[src/rtl/axi_slave_pkg.sv]
//==============================================================================
// Module      : axi_slave_pkg
// Description : Shared types and burst-address helper for the AXI slave
//               write and read controllers.
// Revision    : 1.0 - initial release
//==============================================================================
`default_nettype none

package axi_slave_pkg;

    // Internal width used for address arithmetic; wide enough for any ADDR_LEN
    // the controllers are built with, results are truncated by the caller.
    localparam int ADDR_CALC_W = 64;

    typedef enum logic [1:0] {
        FIXED = 2'b00,
        INCR  = 2'b01,
        WRAP  = 2'b10,
        RSVD  = 2'b11
    } burst_e;

    typedef enum logic [1:0] {
        OKAY   = 2'b00,
        EXOKAY = 2'b01,
        SLVERR = 2'b10,
        DECERR = 2'b11
    } resp_e;

    typedef enum logic [1:0] {
        IDLE = 2'b00,
        DATA = 2'b01,
        RESP = 2'b10
    } wr_state_e;

    // Address of the beat following 'addr' within a burst that began at 'start'.
    // INCR and WRAP step from the size-aligned current address, so an unaligned
    // start only affects beat 0. WRAP folds back to the span-aligned base.
    function automatic logic [ADDR_CALC_W-1:0] next_beat_addr(
        input logic [ADDR_CALC_W-1:0] addr,
        input logic [2:0]             size,
        input logic [7:0]             len,
        input burst_e                 burst,
        input logic [ADDR_CALC_W-1:0] start
    );
        logic [ADDR_CALC_W-1:0] bytes;
        logic [ADDR_CALC_W-1:0] span;
        logic [ADDR_CALC_W-1:0] low;
        logic [ADDR_CALC_W-1:0] step;
        bytes = {{(ADDR_CALC_W-1){1'b0}}, 1'b1} << size;
        span  = ({{(ADDR_CALC_W-8){1'b0}}, len} + 1) << size;
        low   = start & ~(span - 1);
        step  = (addr & ~(bytes - 1)) + bytes;
        case (burst)
            FIXED:   next_beat_addr = addr;
            WRAP:    next_beat_addr = (step == low + span) ? low : step;
            default: next_beat_addr = step;
        endcase
    endfunction

endpackage

`default_nettype wire

[src/rtl/axi_burst_addr_gen.sv]
//==============================================================================
// Module      : axi_burst_addr_gen
// Description : Combinational next-beat address generator for FIXED, INCR and
//               WRAP bursts. Shared by the write and read controllers.
// Revision    : 1.0 - initial release
//==============================================================================
`default_nettype none

module axi_burst_addr_gen
    import axi_slave_pkg::*;
#(
    parameter int ADDR_LEN = 32
) (
    input  logic [ADDR_LEN-1:0] addr,
    input  logic [ADDR_LEN-1:0] start,
    input  logic [2:0]          size,
    input  logic [7:0]          len,
    input  logic [1:0]          burst,
    output logic [ADDR_LEN-1:0] next_addr
);

    // Step the current beat address; INCR wraps modulo 2^ADDR_LEN by truncation.
    always_comb begin
        next_addr = ADDR_LEN'(next_beat_addr(ADDR_CALC_W'(addr), size, len,
                                             burst_e'(burst), ADDR_CALC_W'(start)));
    end

endmodule

`default_nettype wire

[src/rtl/axi_slave_wr_ctrl.sv]
//==============================================================================
// Module      : axi_slave_wr_ctrl
// Description : AXI4 slave write-path controller. Accepts one burst at a time,
//               turns each W beat into a byte-strobed memory write and returns
//               one B response per burst.
// Revision    : 1.0 - initial release
//==============================================================================
`default_nettype none

module axi_slave_wr_ctrl
    import axi_slave_pkg::*;
#(
    parameter int NUM_ID   = 4,
    parameter int DATA_LEN = 32,
    parameter int ADDR_LEN = 32
) (
    input  logic                    ACLK,
    input  logic                    ARESETn,
    input  logic                    AWVALID,
    output logic                    AWREADY,
    input  logic [NUM_ID-1:0]       AWID,
    input  logic [ADDR_LEN-1:0]     AWADDR,
    input  logic [7:0]              AWLEN,
    input  logic [2:0]              AWSIZE,
    input  logic [1:0]              AWBURST,
    input  logic                    WVALID,
    output logic                    WREADY,
    input  logic [DATA_LEN-1:0]     WDATA,
    input  logic [DATA_LEN/8-1:0]   WSTRB,
    input  logic                    WLAST,
    output logic                    BVALID,
    input  logic                    BREADY,
    output logic [NUM_ID-1:0]       BID,
    output logic [1:0]              BRESP,
    output logic                    mem_we,
    output logic [ADDR_LEN-1:0]     mem_addr,
    output logic [DATA_LEN-1:0]     mem_wdata,
    output logic [DATA_LEN/8-1:0]   mem_wstrb
);

    localparam int STRB_LEN = DATA_LEN / 8;
    localparam int MAX_SIZE = $clog2(STRB_LEN);
    localparam logic [ADDR_LEN-1:0] ALIGN_MASK = ~ADDR_LEN'(STRB_LEN - 1);

    wr_state_e             state;
    wr_state_e             next_state;

    logic [NUM_ID-1:0]     id_q;
    logic [ADDR_LEN-1:0]   start_q;
    logic [ADDR_LEN-1:0]   beat_addr;
    logic [ADDR_LEN-1:0]   next_addr;
    logic [7:0]            len_q;
    logic [2:0]            size_q;
    logic [1:0]            burst_q;
    logic [7:0]            beat_cnt;
    logic                  cfg_err;
    logic                  wlast_err;

    logic                  aw_hs;
    logic                  w_hs;
    logic                  b_hs;
    logic                  final_beat;
    logic                  wlast_bad;
    logic                  aw_cfg_err;
    logic                  awready_d;
    logic                  wready_d;
    logic                  bvalid_d;

    assign aw_hs      = AWVALID & AWREADY;
    assign w_hs       = WVALID & WREADY;
    assign b_hs       = BVALID & BREADY;
    assign final_beat = (beat_cnt == len_q);
    // WLAST must be high on exactly the beat the counter says is final.
    assign wlast_bad  = (final_beat != WLAST);

    // Next-beat address from the shared generator.
    axi_burst_addr_gen #(
        .ADDR_LEN (ADDR_LEN)
    ) u_addr_gen (
        .addr      (beat_addr),
        .start     (start_q),
        .size      (size_q),
        .len       (len_q),
        .burst     (burst_q),
        .next_addr (next_addr)
    );

    // Classify the presented AW request; an illegal one is still consumed but
    // every write in the burst is suppressed and the response is SLVERR.
    always_comb begin
        aw_cfg_err = 1'b0;
        if (int'(AWSIZE) > MAX_SIZE) begin
            aw_cfg_err = 1'b1;
        end
        if (AWBURST == RSVD) begin
            aw_cfg_err = 1'b1;
        end
        if (AWBURST == WRAP) begin
            if (!(AWLEN == 8'd1 || AWLEN == 8'd3 || AWLEN == 8'd7 || AWLEN == 8'd15)) begin
                aw_cfg_err = 1'b1;
            end
            if ((AWADDR[6:0] & ((7'd1 << AWSIZE) - 7'd1)) != 7'd0) begin
                aw_cfg_err = 1'b1;
            end
        end
    end

    // State register plus the registered handshake outputs.
    always_ff @(posedge ACLK or negedge ARESETn) begin
        if (!ARESETn) begin
            state   <= IDLE;
            AWREADY <= 1'b0;
            WREADY  <= 1'b0;
            BVALID  <= 1'b0;
        end else begin
            state   <= next_state;
            AWREADY <= awready_d;
            WREADY  <= wready_d;
            BVALID  <= bvalid_d;
        end
    end

    // Next-state logic: the beat counter, not WLAST, ends the data phase.
    always_comb begin
        next_state = state;
        case (state)
            IDLE:    if (aw_hs)              next_state = DATA;
            DATA:    if (w_hs && final_beat) next_state = RESP;
            RESP:    if (b_hs)               next_state = IDLE;
            default:                         next_state = IDLE;
        endcase
    end

    // Ready/valid flags are registered from the upcoming state so they are
    // glitch-free and drop in the cycle after the closing handshake.
    always_comb begin
        awready_d = (next_state == IDLE);
        wready_d  = (next_state == DATA);
        bvalid_d  = (next_state == RESP);
    end

    // Burst context, beat counter and sticky error flags.
    always_ff @(posedge ACLK or negedge ARESETn) begin
        if (!ARESETn) begin
            id_q      <= '0;
            start_q   <= '0;
            beat_addr <= '0;
            len_q     <= '0;
            size_q    <= '0;
            burst_q   <= '0;
            beat_cnt  <= '0;
            cfg_err   <= 1'b0;
            wlast_err <= 1'b0;
        end else if (aw_hs) begin
            id_q      <= AWID;
            start_q   <= AWADDR;
            beat_addr <= AWADDR;
            len_q     <= AWLEN;
            size_q    <= AWSIZE;
            burst_q   <= AWBURST;
            beat_cnt  <= '0;
            cfg_err   <= aw_cfg_err;
            wlast_err <= 1'b0;
        end else if (w_hs) begin
            beat_cnt  <= beat_cnt + 8'd1;
            beat_addr <= next_addr;
            if (wlast_bad) begin
                wlast_err <= 1'b1;
            end
        end else if (b_hs) begin
            cfg_err   <= 1'b0;
            wlast_err <= 1'b0;
        end
    end

    // Memory write port: one registered write per accepted beat.
    always_ff @(posedge ACLK or negedge ARESETn) begin
        if (!ARESETn) begin
            mem_we    <= 1'b0;
            mem_addr  <= '0;
            mem_wdata <= '0;
            mem_wstrb <= '0;
        end else begin
            mem_we <= w_hs;
            if (w_hs) begin
                mem_addr  <= beat_addr & ALIGN_MASK;
                mem_wdata <= WDATA;
                mem_wstrb <= cfg_err ? '0 : WSTRB;
            end
        end
    end

    // Response fields are loaded on the final beat and held through RESP.
    always_ff @(posedge ACLK or negedge ARESETn) begin
        if (!ARESETn) begin
            BID   <= '0;
            BRESP <= '0;
        end else if (w_hs && final_beat) begin
            BID   <= id_q;
            BRESP <= (cfg_err || wlast_err || wlast_bad) ? SLVERR : OKAY;
        end
    end

endmodule

`default_nettype wire
[config.mk]
export PLATFORM = sky130hd
export DESIGN_NAME = axi_slave_wr_ctrl
export DESIGN_NICKNAME = d
export VERILOG_FILES = /design/src/rtl/axi_slave_pkg.sv /design/src/rtl/axi_burst_addr_gen.sv /design/src/rtl/axi_slave_wr_ctrl.sv
export SDC_FILE = /design/constraint.sdc
export NUM_CORES = 1
export LEC_CHECK = 0
export BUFFER_PORTS_ARGS = -buffer_cell sky130_fd_sc_hd__buf_2
export CORE_MARGIN = 2
export CORE_UTILIZATION = 40
export DETAILED_ROUTE_END_ITERATION = 7
export SLEW_MARGIN = 15
export SYNTH_ARGS = -nofsm -noshare
export SYNTH_HDL_FRONTEND = slang
export SYNTH_SLANG_ARGS = --single-unit
[constraint.sdc]
create_clock -name ACLK -period 10.91 [get_ports ACLK]
set_clock_uncertainty 0.05 [all_clocks]
set_input_delay 1.6365 -clock ACLK [delete_from_list [all_inputs] [get_ports ACLK]]
set_output_delay 1.6365 -clock ACLK [all_outputs]
set_load 0.05 [all_outputs]
======== Word-level counts from Yosys, hierarchy flattened ========
Cells that the tools add are included.
cells by class
  shift-type cells ........................ 3
  add/sub/neg operators ................... 7
  order comparisons ....................... 1
  eq/ne operators ......................... 17
  $mul .................................... 0
  bitwise logic cells ..................... 8
  muxes and demuxes ....................... 23
  reduce and logical (&&, ||, !) cells .... 16
  divide/modulo/power cells ............... 0
operators by type and width
  cell                     count
  $add A64 B64 Y64         2
  $and A32 B64 Y64         2
  $not A64 Y64             2
  $sub A64 B1 Y64 const B  2
  $mux W32                 3
  $eq A64 B64 Y1           1
  $pmux W32 S2             1
  $shl A1 B3 Y64 const A   1
  $shl A64 B3 Y64          1
  $mux W8                  2
  $mux W1                  11
  $eq A2 B2 Y1 const B     5
  $add A8 B1 Y9 const B    1
  $add A8 B1 Y8 const B    1
  $eq A8 B1 Y1 const B     1
  $eq A8 B2 Y1 const B     1
  $eq A8 B3 Y1 const B     1
  $eq A8 B4 Y1 const B     1
  $eq A8 B8 Y1             1
  $mux W2                  4
  $and A7 B7 Y7            1
  $reduce_bool A7 Y1       1
  $shl A1 B3 Y7 const A    1
  $sub A7 B1 Y7 const B    1
  other kinds (14)         27
word-level totals
  memories ................................ 0
  bits in writable memories ............... 0
  output and inout port bits .............. 78
  bits in latches ......................... 0
  bits in read-only memories .............. 0
  word-level logic and storage cells ...... 94
  register bits after elaboration ......... 169
  input port bits ......................... 91

======== Longest topological paths before layout ========
Gate-level depths: netlist of the first run.
  depth in word-level cells ............... 11
  mapped depth ............................ 29
  depth with buffers taken out ............ 25

======== Cells and area by module ========
A second synthesis of the first run with hierarchy kept.
second synthesis, totals
  cells, all modules ...................... 1610
  area total of the unflattened synthesis .. 12707.2 um^2
by module, submodules not included
  module              area each (um^2)  times used  seq. area each (um^2)  cells each
  axi_slave_wr_ctrl   6755.2            1           4204.0                 701
  axi_burst_addr_gen  5952.0            1           0.0                    909

======== Worst setup path after synthesis of the first run ========
No wires, ideal clock.
  kind .................................... reg2reg
  start ................................... register len_q[1]
  end ..................................... register beat_addr[1]
  setup time .............................. 80 ps
  slack ................................... 4959 ps
  path buffers ............................ 4
  stages on the path, launching flop included .. 28
  clock period less this slack ............ 5951 ps
  arrival time ............................ 5821 ps
  cell sequence ........................... dfrtp_1 ha_1 buf_6 nand3_4 xnor2_1 o2111a_1 o31a_1 nor4_4 nand3b_1 buf_2 or3_1 xor2_1 and2_1 ha_1 and3_1 and2_1 nand3_1 inv_1 o311ai_1 and2_1 buf_2 or3_1 a311oi_2 o2111a_2 o2111ai_4 buf_6 mux2_4 nor3_2
between the ends
  longest elaborated chain between the ends .. 11
ends and longest elaborated chain
  element                 RTL line                  text
  from (decl)             axi_slave_wr_ctrl.sv:52   logic [7:0] len_q;
  from (signal assigned)  axi_slave_wr_ctrl.sv:148  len_q <= '0;
  from (signal assigned)  axi_slave_wr_ctrl.sv:158  len_q <= AWLEN;
  $add A8 B1 Y9 *         axi_slave_pkg.sv:50       span = ({{(ADDR_CALC_W-8){1'b0}}, len} + 1) << size;
  $shl A64 B3 Y64 *       axi_slave_pkg.sv:50
  $sub A64 B1 Y64         axi_slave_pkg.sv:51       low = start & ~(span - 1);
  $not A64 Y64            axi_slave_pkg.sv:51
  $and A32 B64 Y64        axi_slave_pkg.sv:51
  $add A64 B64 Y64        axi_slave_pkg.sv:55       WRAP: next_beat_addr = (step == low + span) ? low : step;
  $eq A64 B64 Y1          axi_slave_pkg.sv:55
  $mux W32 *              axi_slave_pkg.sv:55
  $pmux W32 S2 *          axi_slave_pkg.sv:53       case (burst)
  $mux W32 *              axi_slave_wr_ctrl.sv:164  end else if (w_hs) begin
  $mux W32 *              axi_slave_wr_ctrl.sv:154  end else if (aw_hs) begin
  to (signal assigned)    axi_slave_wr_ctrl.sv:166  beat_addr <= next_addr;
  to (decl)               axi_slave_wr_ctrl.sv:50   logic [ADDR_LEN-1:0] beat_addr;
Every way passes the cells marked *; elsewhere a longest branch is shown, timed or not. The select of a mux whose other input is x is not followed.
A chain may end at the register's enable or synchronous reset.

======== Final worst setup path of the first run ========
  start ................................... register len_q[0]
  end ..................................... register beat_addr[21]
Same word-level chain as after synthesis.

==> results of run 1 <==
power groups by stage:
stage | registers, uW | clock network (uW) | logic [uW]
after floorplan | 1450 | 0 | 2320
after global placement | 1250 | 0 | 3390
after detailed placement | 1260 | 0 | 3400
after CTS | 1250 | 659 | 3420
after global routing | 1300 | 684 | 3760
final | 1260 | 648 | 3470
worst paths after layout:
check,start,end,cells past startpoint
setup / recovery,len_q[0]$_DFFE_PN0P_,beat_addr[21]$_DFFE_PN0P_,24
hold / removal,mem_wdata[17]$_DFFE_PN0P_,mem_wdata[17]$_DFFE_PN0P_,2
setup reg to reg,len_q[0]$_DFFE_PN0P_,beat_addr[21]$_DFFE_PN0P_,24
hold reg to reg,mem_wdata[17]$_DFFE_PN0P_,mem_wdata[17]$_DFFE_PN0P_,2
max in group asynchronous,ARESETn,beat_addr[14]$_DFFE_PN0P_,2
min in group asynchronous,ARESETn,mem_wdata[9]$_DFFE_PN0P_,1
cell usage after synthesis, types with 17 or more instances:
library cell / instances / area share (%)
nor2_1: 90 / 2.7
clkbuf_1: 48 / 1.4
o22ai_1: 17 / 0.84
a222oi_1: 18 / 1.4
and2_1: 31 / 1.5
xor2_1: 43 / 3.0
nor2b_1: 17 / 0.84
buf_2: 18 / 0.71
a211oi_1: 22 / 1.3
inv_1: 24 / 0.71
nor4_1: 18 / 0.89
nand2_1: 430 / 13
dfrtp_1: 168 / 33
ha_1: 19 / 1.9
a21oi_1: 56 / 2.2
and3_1: 23 / 1.1
nor3_1: 46 / 1.8
nand3_1: 38 / 1.5
o21ai_0: 51 / 2.0
xnor2_1: 39 / 2.7
mux2i_1: 31 / 2.4
sequential cells by signal, indices dropped and copies added (netlist names):
name,flops
beat_addr,32
mem_wdata,32
start_q,32
mem_addr,30
beat_cnt,8
len_q,8
BID,4
id_q,4
mem_wstrb,4
size_q,3
burst_q,2
state,2
AWREADY,1
BRESP,1
BVALID,1
WREADY,1
cfg_err,1
mem_we,1
wlast_err,1
cells by family (layout without fill, tap and decap cells):
family                     count (synthesis)  after routing  share of synthesized area [%]
and+or+nand+nor                          813            813                           30.7
AOI/OAI and AO/OA                        313            313                           18.4
DFF                                      168            168                           33.2
buffers and inverters                    122            235                           4.62
xor gates and xnor gates                  92             92                           7.28
muxes                                     46             46                           3.87
adders and majority gates                 19             19                           1.87
other                                      1              4                         0.0296
area by class of cell:
type	instances	area (um2)	area share [%]
well taps	402	503	3.53
clock inverters	12	168	1.18
multi-input cells	1286	7910	55.5
inverters	26	97.6	0.685
clock buffers	18	439	3.08
repair buffers	179	937	6.57
diodes	1	2.50	0.0176
flip-flops and latches	168	4200	29.5
per-layer routing:
metal | vias to the layer above | part of all wire, %
met4 | 0 | 3.0
met5 | - | 0
met3 | 62 | 9.5
met2 | 602 | 42
li1 | 5801 | -
met1 | 5895 | 46
through the flow:
step,util (%),worst slack [ns],area (um2)
after floorplan,-,4.96,12700
after global placement,43.5,3.55,13600
after detailed placement,43.5,3.38,13600
after CTS,45.4,3.34,14300
after global routing,45.4,2.80,14300
final,45.4,3.30,14300
worst reg2reg max path: stages, from the launching register on:
cell	delay, ns
dfrtp_1	0.65
ha_1	0.48
and3_1	0.31
a21boi_1	0.13
o311ai_0	0.50
o221a_2	0.34
nand2_1	0.15
nand3b_1	0.57
or3_1	0.54
xor2_1	0.14
and2_1	0.21
ha_1	0.35
and3_1	0.19
and2_1	0.22
nand3_1	0.10
inv_1	0.06
o311ai_1	0.14
and2_1	0.31
nor4_1	0.29
nor4bb_1	0.45
nor4_4	0.09
o2111ai_4	0.08
buf_4	0.55
mux2_2	0.41
a211oi_1	0.20
==> impl_metrics.csv, run 1 <==
group,metric,value,unit
worst_setup_path,path_cells,"ha_1, and3_1, a21boi_1, o311ai_0, o221a_2, nand2_1, nand3b_1, or3_1, xor2_1, and2_1, ha_1, and3_1, and2_1, nand3_1, inv_1, o311ai_1, and2_1, nor4_1, nor4bb_1, nor4_4, o2111ai_4, buf_4, mux2_2, a211oi_1",
sta,setup-violations-final,0,
synthesis,syn_area_per_cell,8.06,um2
worst_setup_path,path_class,"register to register",
pwr,p_int,2440,uW
cells_and_area,fillers,3141,
global_routing,grt_pass1_wl,69.6,mm
worst_setup_path,required,11.20,ns
placement,numPortBuffers,165,
synthesis,syn_inst,1574,
pwr,power.switching,2940,uW
pwr,ir_worst_vdd,0.125,mV
run,drv_cap,0,
sta,fmax,131,MHz
clock_tree,htree_levels,4,
sta,maxSlewHeadroom,25.2,%
pwr,seq_power_share,23.4,%
clock_tree,cts_tree,"yes",
pwr,p_clk_share,12.1,%
clock_tree,clock_sink_count,168,
placement,hpwl,32.2,mm
cells_and_area,area_delta_synth_final,12.4,%
clock_tree,cts_hold_buf,0,
pwr,p_sw_share,54.6,%
floorplan,die_x,182,um
clock_tree,clockBufferDepth,2,
cells_and_area,instances_no_fill,2092,
global_routing,met3_usage,5.60,%
synthesis,seq_area_frac_synth,33.2,%
global_routing,grt_start_max_net_pins,99,
placement,place_inst,2061,
sta,setup_tns,0,ns
global_routing,antenna_found_initial,1,
route,drt-wirelength-per-cell,21.1,um
cells_and_area,nNetsFinal,1788,
placement,gp_congestion,0.931,
worst_setup_path,cp_slowest_cell,"dfrtp_1",
synthesis,yosysWarnings,0,
global_routing,grt_overflow_total,0,
worst_setup_path,crit_family,"simple AND/OR/NAND/NOR gates",
floorplan,initial_core_util,40.4,%
global_routing,grt_pass1_vias,11700,
global_routing,grt.busiest_layer,"met2",
route,drt_iter0_markers,1526,
sta,rsz0062_at_grt,"no",
route,dr.pass1.iters,8,
clock_tree,clk-insertion-delay-late,0.43,ns
sta,drv_slew,0,
synthesis,synthesis.area,12700,um2
worst_hold_path,min_path_type,"register to register",
status,status,"finished with violations",
pwr,power,5380,uW
floorplan,coreArea,31400,um2
floorplan,die-area,33100,um2
route,postRouteAntennaNets,0,
route,drc,1,
global_routing,gr-usage-met1,38.9,%
worst_setup_path,cpMostUsedCell,"and2_1",
floorplan,chipHeight,182,um
clock_tree,root_buffer,"clkbuf_16",
synthesis,postSynth.asyncResetShare,100,%
route,avgViaCountPerCell,5.91,
synthesis,synth_cell_type_count,112,
status,violations,"design-rule violations",
cells_and_area,mostFrequentLayoutCells,"nand2_1 (428), dfrtp_1 (168), buf_2 (164)",
worst_setup_path,endpoint_kind,"register",
clock_tree,clk_pin_slew,0.07,ns
pwr,combinationalPowerShare,64.5,%
clock_tree,cts-resized-gates,0,
clock_tree,cts-buffers-inserted,17,
floorplan,std_cell_rows,65,
sta,hold_viol,0,
global_routing,grt_usage,26.8,%
worst_setup_path,start_kind,"register",
floorplan,ioPinCount,169,
sta,period_share,69.8,%
synthesis,synth-edff-count,0,
worst_setup_path,rrSetupSlack,3.30,ns
sta,min_period,7.61,ns
cells_and_area,drive_gt1_share,17.2,%
synthesis,synthFlopType,"dfrtp_1",
worst_setup_path,worst-path-buf-inv,2,
sta,timing.hold.ws,0.417,ns
synthesis,ys_seq_elements,168,
global_routing,grt_util_met2,39.3,%
pwr,p_per_area,377,nW/um2
cells_and_area,final_common_cell,"nand2_1",
worst_setup_path,slowest_delay,0.65,ns
worst_setup_path,worst-endpoint-arrival,7.90,ns
route,vias,12400,
clock_tree,cts_setup_buffers,0,
pwr,p_leak,0.00662,uW
worst_setup_path,worstPathMaxFanout,32,
route,wl,44.2,mm
sta,worstMarginPinSlew,1.09,ns
(Power assumes the default switching activity.)
==> run 2: changes to the inputs <==
==> constraint.sdc (replaced) <==
create_clock -name ACLK -period 7.48 [get_ports ACLK]
set_clock_uncertainty 0.05 [all_clocks]
set_input_delay 1.122 -clock ACLK [delete_from_list [all_inputs] [get_ports ACLK]]
set_output_delay 1.122 -clock ACLK [all_outputs]
set_load 0.05 [all_outputs]
==> run 2 against run 1 <==
Against the previous run:
- critical path type unchanged
- critical path depth fell by 2
- largest power group unchanged
- the flow now finishes without violations
- critical endpoint is now beat_addr[29]$_DFFE_PN0P_
- register-to-register slack got worse by 2.7 ns
- final area rose by 0.49%
- largest cell class unchanged
==> impl_metrics.csv, run 2 (synthesis results as in run 1) <==
group,metric,value,unit
route,drc,0,
floorplan,std_cell_rows,65,
cells_and_area,n_antenna_cell,0,
placement,dp_slack,0.561,ns
cells_and_area,nNetsFinal,1801,
sta,hold_viol,0,
worst_hold_path,hold_start,"mem_wstrb[1]$_DFFE_PN0P_",
clock_tree,cts_hold_buf,0,
worst_setup_path,rr_startpoint,"len_q[1]$_DFFE_PN0P_",
route,wl,44.2,mm
clock_tree,root_buffer,"clkbuf_16",
pwr,p_per_area,545,nW/um2
pwr,p_leak,0.00666,uW
sta,setup-violations-final,0,
global_routing,antenna_found_initial,0,
cells_and_area,fin_area,14300,um2
clock_tree,clk-insertion-delay-late,0.44,ns
sta,timing.final.ws_setup,0.574,ns
sta,rsz0062_at_grt,"no",
floorplan,initial_core_util,40.4,%
worst_setup_path,required,7.80,ns
global_routing,grt_pass1_wl,69.3,mm
route,dr.pass1.iters,8,
run,drv_cap,0,
placement,gp_congestion,0.939,
worst_hold_path,min_path_type,"register to register",
cells_and_area,final_common_cell,"nand2_1",
sta,worstMarginPinSlew,0.974,ns
floorplan,ioPinCount,169,
cells_and_area,mostFrequentLayoutCells,"nand2_1 (428), dfrtp_1 (168), buf_2 (164)",
clock_tree,clockBufferDepth,2,
status,status,"complete, no violations",
route,avgViaCountPerCell,5.89,
clock_tree,cts-buffers-inserted,17,
sta,setup_tns,0,ns
route,drt_iter0_markers,1356,
route,drt-wirelength-per-cell,21.0,um
sta,drv_slew,0,
cells_and_area,fin_util,45.6,%
worst_setup_path,endpoint_kind,"register",
sta,fmax,145,MHz
global_routing,grt_overflow_total,0,
clock_tree,htree_levels,4,
route,postRouteAntennaNets,0,
worst_setup_path,path_class,"register to register",
pwr,ir_worst_vdd,0.200,mV
sta,min_period,6.91,ns
sta,period_share,92.3,%
placement,numPortBuffers,165,
clock_tree,clock_sink_count,168,
route,vias,12400,
clock_tree,cts_tree,"yes",
cells_and_area,area_delta_synth_final,13.0,%
cells_and_area,drive_gt1_share,17.9,%
global_routing,grt_start_max_net_pins,97,
placement,hpwl,32.7,mm
worst_setup_path,start_kind,"register",
floorplan,die-area,33100,um2
global_routing,grt_pass1_vias,11600,
worst_setup_path,worst-endpoint-arrival,7.23,ns
cells_and_area,fillers,3162,
sta,maxSlewHeadroom,35.0,%
floorplan,chipHeight,182,um
floorplan,coreArea,31400,um2
global_routing,grt_usage,26.7,%
clock_tree,clk_pin_slew,0.07,ns
cells_and_area,top_regs,"beat_addr x32, mem_wdata x32, start_q x32",
worst_setup_path,worstPathMaxFanout,12,
floorplan,die_x,182,um
placement,dpl_cell_area,13800,um2
worst_setup_path,startpoint,"len_q[1]$_DFFE_PN0P_",
==> run 2: path summary, 6_finish.rpt <==
kind | end | slack, ns | cells past startpoint
max in group asynchronous | AWREADY$_DFF_PN0_ | 5.06 | 2
min reg2reg | mem_wstrb[1]$_DFFE_PN0P_ | 0.42 | 2
max | beat_addr[29]$_DFFE_PN0P_ | 0.57 | 22
min | mem_wstrb[1]$_DFFE_PN0P_ | 0.42 | 2
max reg2reg | beat_addr[29]$_DFFE_PN0P_ | 0.57 | 22
min in group asynchronous | mem_wdata[0]$_DFFE_PN0P_ | 0.72 | 1
==> run 2: through the flow <==
stage,hold WS (ns),std cells,total power [uW]
after floorplan,0.387,1576,5500
after CTS,0.425,2106,7710
after global routing,0.436,2106,8340
after global placement,0.395,2074,6790
after detailed placement,0.408,2074,6810
final,0.419,2106,7810
==> run 2: where the power goes <==
| part | leakage (uW) | total (uW) | internal [uW] | switching, uW |
|---|---|---|---|---|
| Combinational | 0.00432 | 5070 | 1760 | 3310 |
| Clock | 0.000272 | 872 | 454 | 418 |
| Sequential | 0.00208 | 1870 | 1310 | 563 |
==> run 2: repair_timing <==
action,4_1_cts,5_1_grt
setup endpoints to repair,0,3
gates resized for setup,0,2
buffers inserted,0,0
==> run 2: cell type report <==
class                           instances  area [um2]  share of cell area [%]
Multi-Input combinational cell       1286        7910                    55.2
Sequential cell                       168        4200                    29.3
Timing Repair Buffer                  192        1050                    7.31
Tap cell                              402         503                    3.51
Clock buffer                           20         457                    3.19
Clock inverter                         12         108                   0.751
Inverter                               26        98.8                   0.690
==> run 2: worst max-delay path, cell delays in order, from the launching register on <==
cell and delay, ns:
dfrtp_1 0.53, ha_2 0.38, nand3_4 0.14, xnor2_1 0.22, o2111a_1 0.31, o31a_1 0.38, nor4_4 0.42, nor3b_2 0.47
nand2_1 0.13, xnor2_1 0.14, and2_1 0.18, ha_1 0.34, a21o_1 0.21, a21o_1 0.18, a21o_1 0.21, o31ai_2 0.61
nand2_1 0.11, a211oi_1 0.40, o211ai_2 0.34, buf_4 0.29, nor4_1 0.56, mux2i_1 0.15, nand2_1 0.09
==> run 2: routing by layer <==
layer	up-vias	wire, um	GRT usage [%]
met4	0	1050	8.10
met1	5876	20300	39.9
met5	-	0	0
li1	5831	-	-
met2	633	18600	39.0
met3	58	4260	4.77
==> run 3: changes to the inputs <==
--- a/config.mk
+++ b/config.mk
@@ -5,10 +5,12 @@
 export SDC_FILE = /design/constraint.sdc
 export NUM_CORES = 1
 export LEC_CHECK = 0
-export BUFFER_PORTS_ARGS = -buffer_cell sky130_fd_sc_hd__buf_2
+export ABC_AREA = 1
 export CORE_MARGIN = 2
 export CORE_UTILIZATION = 40
 export DETAILED_ROUTE_END_ITERATION = 7
+export DONT_BUFFER_PORTS = 1
+export SKIP_CTS_REPAIR_TIMING = 1
 export SLEW_MARGIN = 15
 export SYNTH_ARGS = -nofsm -noshare
 export SYNTH_HDL_FRONTEND = slang
==> run 3 against run 2 <==
Against the previous run:
- total power is 7.3% lower
- final area down 9.7%
- critical path depth grew 10
- fmax is 15% higher
- combinational power decreased by 21%
- core utilization is 2.2 points lower
- clock-buffer cell count is 3 lower
- clock power grew 7.5%
- cell count up 2.1%
- first-iteration DRC count decreased by 23%
- synthesized area decreased by 4.1%
- setup slack improved by 0.91 ns
- highest routed layer unchanged
==> impl_metrics.csv, run 3 <==
group,metric,value,unit
global_routing,grt_overflow_total,0,
global_routing,grt_start_max_net_pins,169,
worst_setup_path,worstPathMaxFanout,32,
synthesis,synth_cell_type_count,51,
route,vias,11400,
run,drv_cap,0,
pwr,p_per_area,559,nW/um2
sta,min_period,6.00,ns
sta,period_share,80.2,%
synthesis,synthFlopType,"dfrtp_1",
cells_and_area,drive_gt1_share,11.0,%
synthesis,syn_area_per_cell,6.81,um2
synthesis,synth_top_family_by_area,"simple AND/OR/NAND/NOR gates",
synthesis,synth_compound_gate_area_share,8.29,%
sta,drv_slew,0,
floorplan,chipHeight,178,um
route,avgViaCountPerCell,5.30,
synthesis,seq_area_frac_synth,34.6,%
placement,gp_congestion,0.929,
synthesis,ys_top_cells_by_count,"nand2_1 (581), dfrtp_1 (168), nand3_1 (165)",
synthesis,synthXorXnorAreaFrac,4.47,%
global_routing,grt_pass1_wl,58.6,mm
global_routing,grt_usage,23.7,%
global_routing,antenna_found_initial,0,
worst_setup_path,endpoint_kind,"register",
clock_tree,clk-insertion-delay-late,0.44,ns
cells_and_area,top_regs,"beat_addr x32, mem_wdata x32, start_q x32",
clock_tree,cts_tree,"yes",
sta,rsz0062_at_grt,"no",
worst_setup_path,worst-path-buf-inv,3,
placement,hpwl,28.4,mm
cells_and_area,mostFrequentLayoutCells,"nand2_1 (579), dfrtp_1 (168), nand3_1 (165)",
route,postRouteAntennaNets,0,
placement,numPortBuffers,0,
status,status,"complete, no violations",
worst_setup_path,crit_family,"simple AND/OR/NAND/NOR gates",
cells_and_area,instances_no_fill,2151,
cells_and_area,nNetsFinal,1858,
cells_and_area,n_antenna_cell,0,
synthesis,postSynth.asyncResetShare,100,%
worst_setup_path,required,7.78,ns
synthesis,synthSimpleGateAreaFrac,41.3,%
floorplan,die-area,31800,um2
synthesis,syn_inst,1786,
synthesis,synth_area_leaders,"dfrtp_1 (35%), nand2_1 (18%), nand3_1 (6.8%)",
synthesis,yosysTopAreaCell,"dfrtp_1",
sta,worstMarginPinSlew,1.11,ns
clock_tree,htree_levels,4,
floorplan,initial_core_util,40.8,%
route,drt_iter0_markers,1040,
sta,setup_tns,0,ns
clock_tree,cts-buffers-inserted,17,
worst_setup_path,worst-endpoint-arrival,6.30,ns
global_routing,grt_pass1_vias,10700,
route,drt-wirelength-per-cell,17.1,um
synthesis,synthesis.area,12200,um2
clock_tree,root_buffer,"clkbuf_16",
worst_setup_path,slowest_delay,0.84,ns
worst_setup_path,cpMostUsedCell,"nand2_1",
synthesis,ys_seq_elements,168,
clock_tree,clockBufferDepth,2,
sta,maxSlewHeadroom,25.8,%
pwr,p_leak,0.00663,uW
floorplan,ioPinCount,169,
synthesis,synth-edff-count,0,
clock_tree,clk_pin_slew,0.07,ns
worst_setup_path,path_class,"register to register",
worst_setup_path,cp_slowest_cell,"dfrtp_1",
synthesis,yosysWarnings,0,
synthesis,synthMuxAreaShare,0.113,%
floorplan,die_x,178,um
route,dr.pass1.iters,8,
clock_tree,clock_sink_count,168,
synthesis,synth_top_area_share,34.6,%
worst_setup_path,start_kind,"register",
floorplan,coreArea,29800,um2
cells_and_area,area_delta_synth_final,6.41,%
floorplan,std_cell_rows,63,
route,wl,36.9,mm
sta,fmax,167,MHz
sta,setup-violations-final,0,
sta,hold_viol,0,
placement,place_inst,2119,
synthesis,synth_most_common_cell,"nand2_1",
pwr,power,7240,uW
worst_hold_path,min_path_type,"primary input to async pin",
synthesis,synth_adder_area_share,1.95,%
route,drc,0,
cells_and_area,final_common_cell,"nand2_1",
pwr,ir_worst_vdd,0.333,mV
run 3: area by class of cell:
| class | instances | area (um2) |
|---|---|---|
| Inverter | 196 | 751 |
| Tap cell | 390 | 488 |
| Fill cell | 3090 | 16900 |
| Timing Repair Buffer | 6 | 45.0 |
| Sequential cell | 168 | 4200 |
| Clock buffer | 17 | 425 |
| Clock inverter | 15 | 179 |
| Multi-Input combinational cell | 1359 | 6850 |
run 3: worst paths after layout:
| path | slack [ns] | to | cells after the start | from |
|---|---|---|---|---|
| worst max register to register | 1.48 | beat_addr[20]$_DFFE_PN0P_ | 32 | size_q[1]$_DFFE_PN0P_ |
| worst min-delay path | 0.33 | id_q[2]$_DFFE_PN0P_ | 0 | ARESETn |
| worst max-delay path | 1.48 | beat_addr[20]$_DFFE_PN0P_ | 32 | size_q[1]$_DFFE_PN0P_ |
| min in group ACLK | 0.44 | id_q[0]$_DFFE_PN0P_ | 2 | id_q[0]$_DFFE_PN0P_ |
| max in group asynchronous | 6.83 | start_q[18]$_DFFE_PN0P_ | 0 | ARESETn |
| worst min register to register | 0.44 | id_q[0]$_DFFE_PN0P_ | 2 | id_q[0]$_DFFE_PN0P_ |
run 3: cell families (layout without fill, tap and decap cells):
family,Yosys count,after routing
multiplexers,1,1
AO/OA/AOI/OAI,192,192
AND/OR/NAND/NOR,1082,1082
XOR/XNOR,62,62
other,1,3
buffers and inverters,261,234
adder cells (fa/ha/maj),19,19
flip-flops,168,168
run 3: layer usage:
metal | part of all wire, % | track usage [%]
met1 | 47 | 34.7
met2 | 43 | 35.8
met3 | 8.9 | 5.31
met4 | 1.1 | 5.12
met5 | 0 | 0
run 3: metrics by stage:
stage	utilization, %	worst slack, ns	hold WS, ns	area, um2
finish	43.4	1.48	0.331	12900
global route	43.4	0.865	0.298	12900
CTS	43.4	1.55	0.314	12900
detailed placement	41.4	1.56	0.423	12300
global placement	41.4	1.71	0.417	12300
floorplan	-	2.71	0.399	12200
run 3: report_power, final:
| part | total, uW | switching (uW) | internal, uW |
|---|---|---|---|
| Clock | 937 | 428 | 508 |
| Sequential | 2290 | 996 | 1300 |
| Combinational | 4010 | 2710 | 1290 |
| Total | 7240 | 4140 | 3100 |
run 3: worst reg2reg max path: cells and delay by family, from the launching register on:
family          cells  cell delay [ns]
buf+inv             3             0.34
compound gates      1             0.17
simple gates       26             3.97
fa+ha+maj           2             0.56
flops               1             0.84
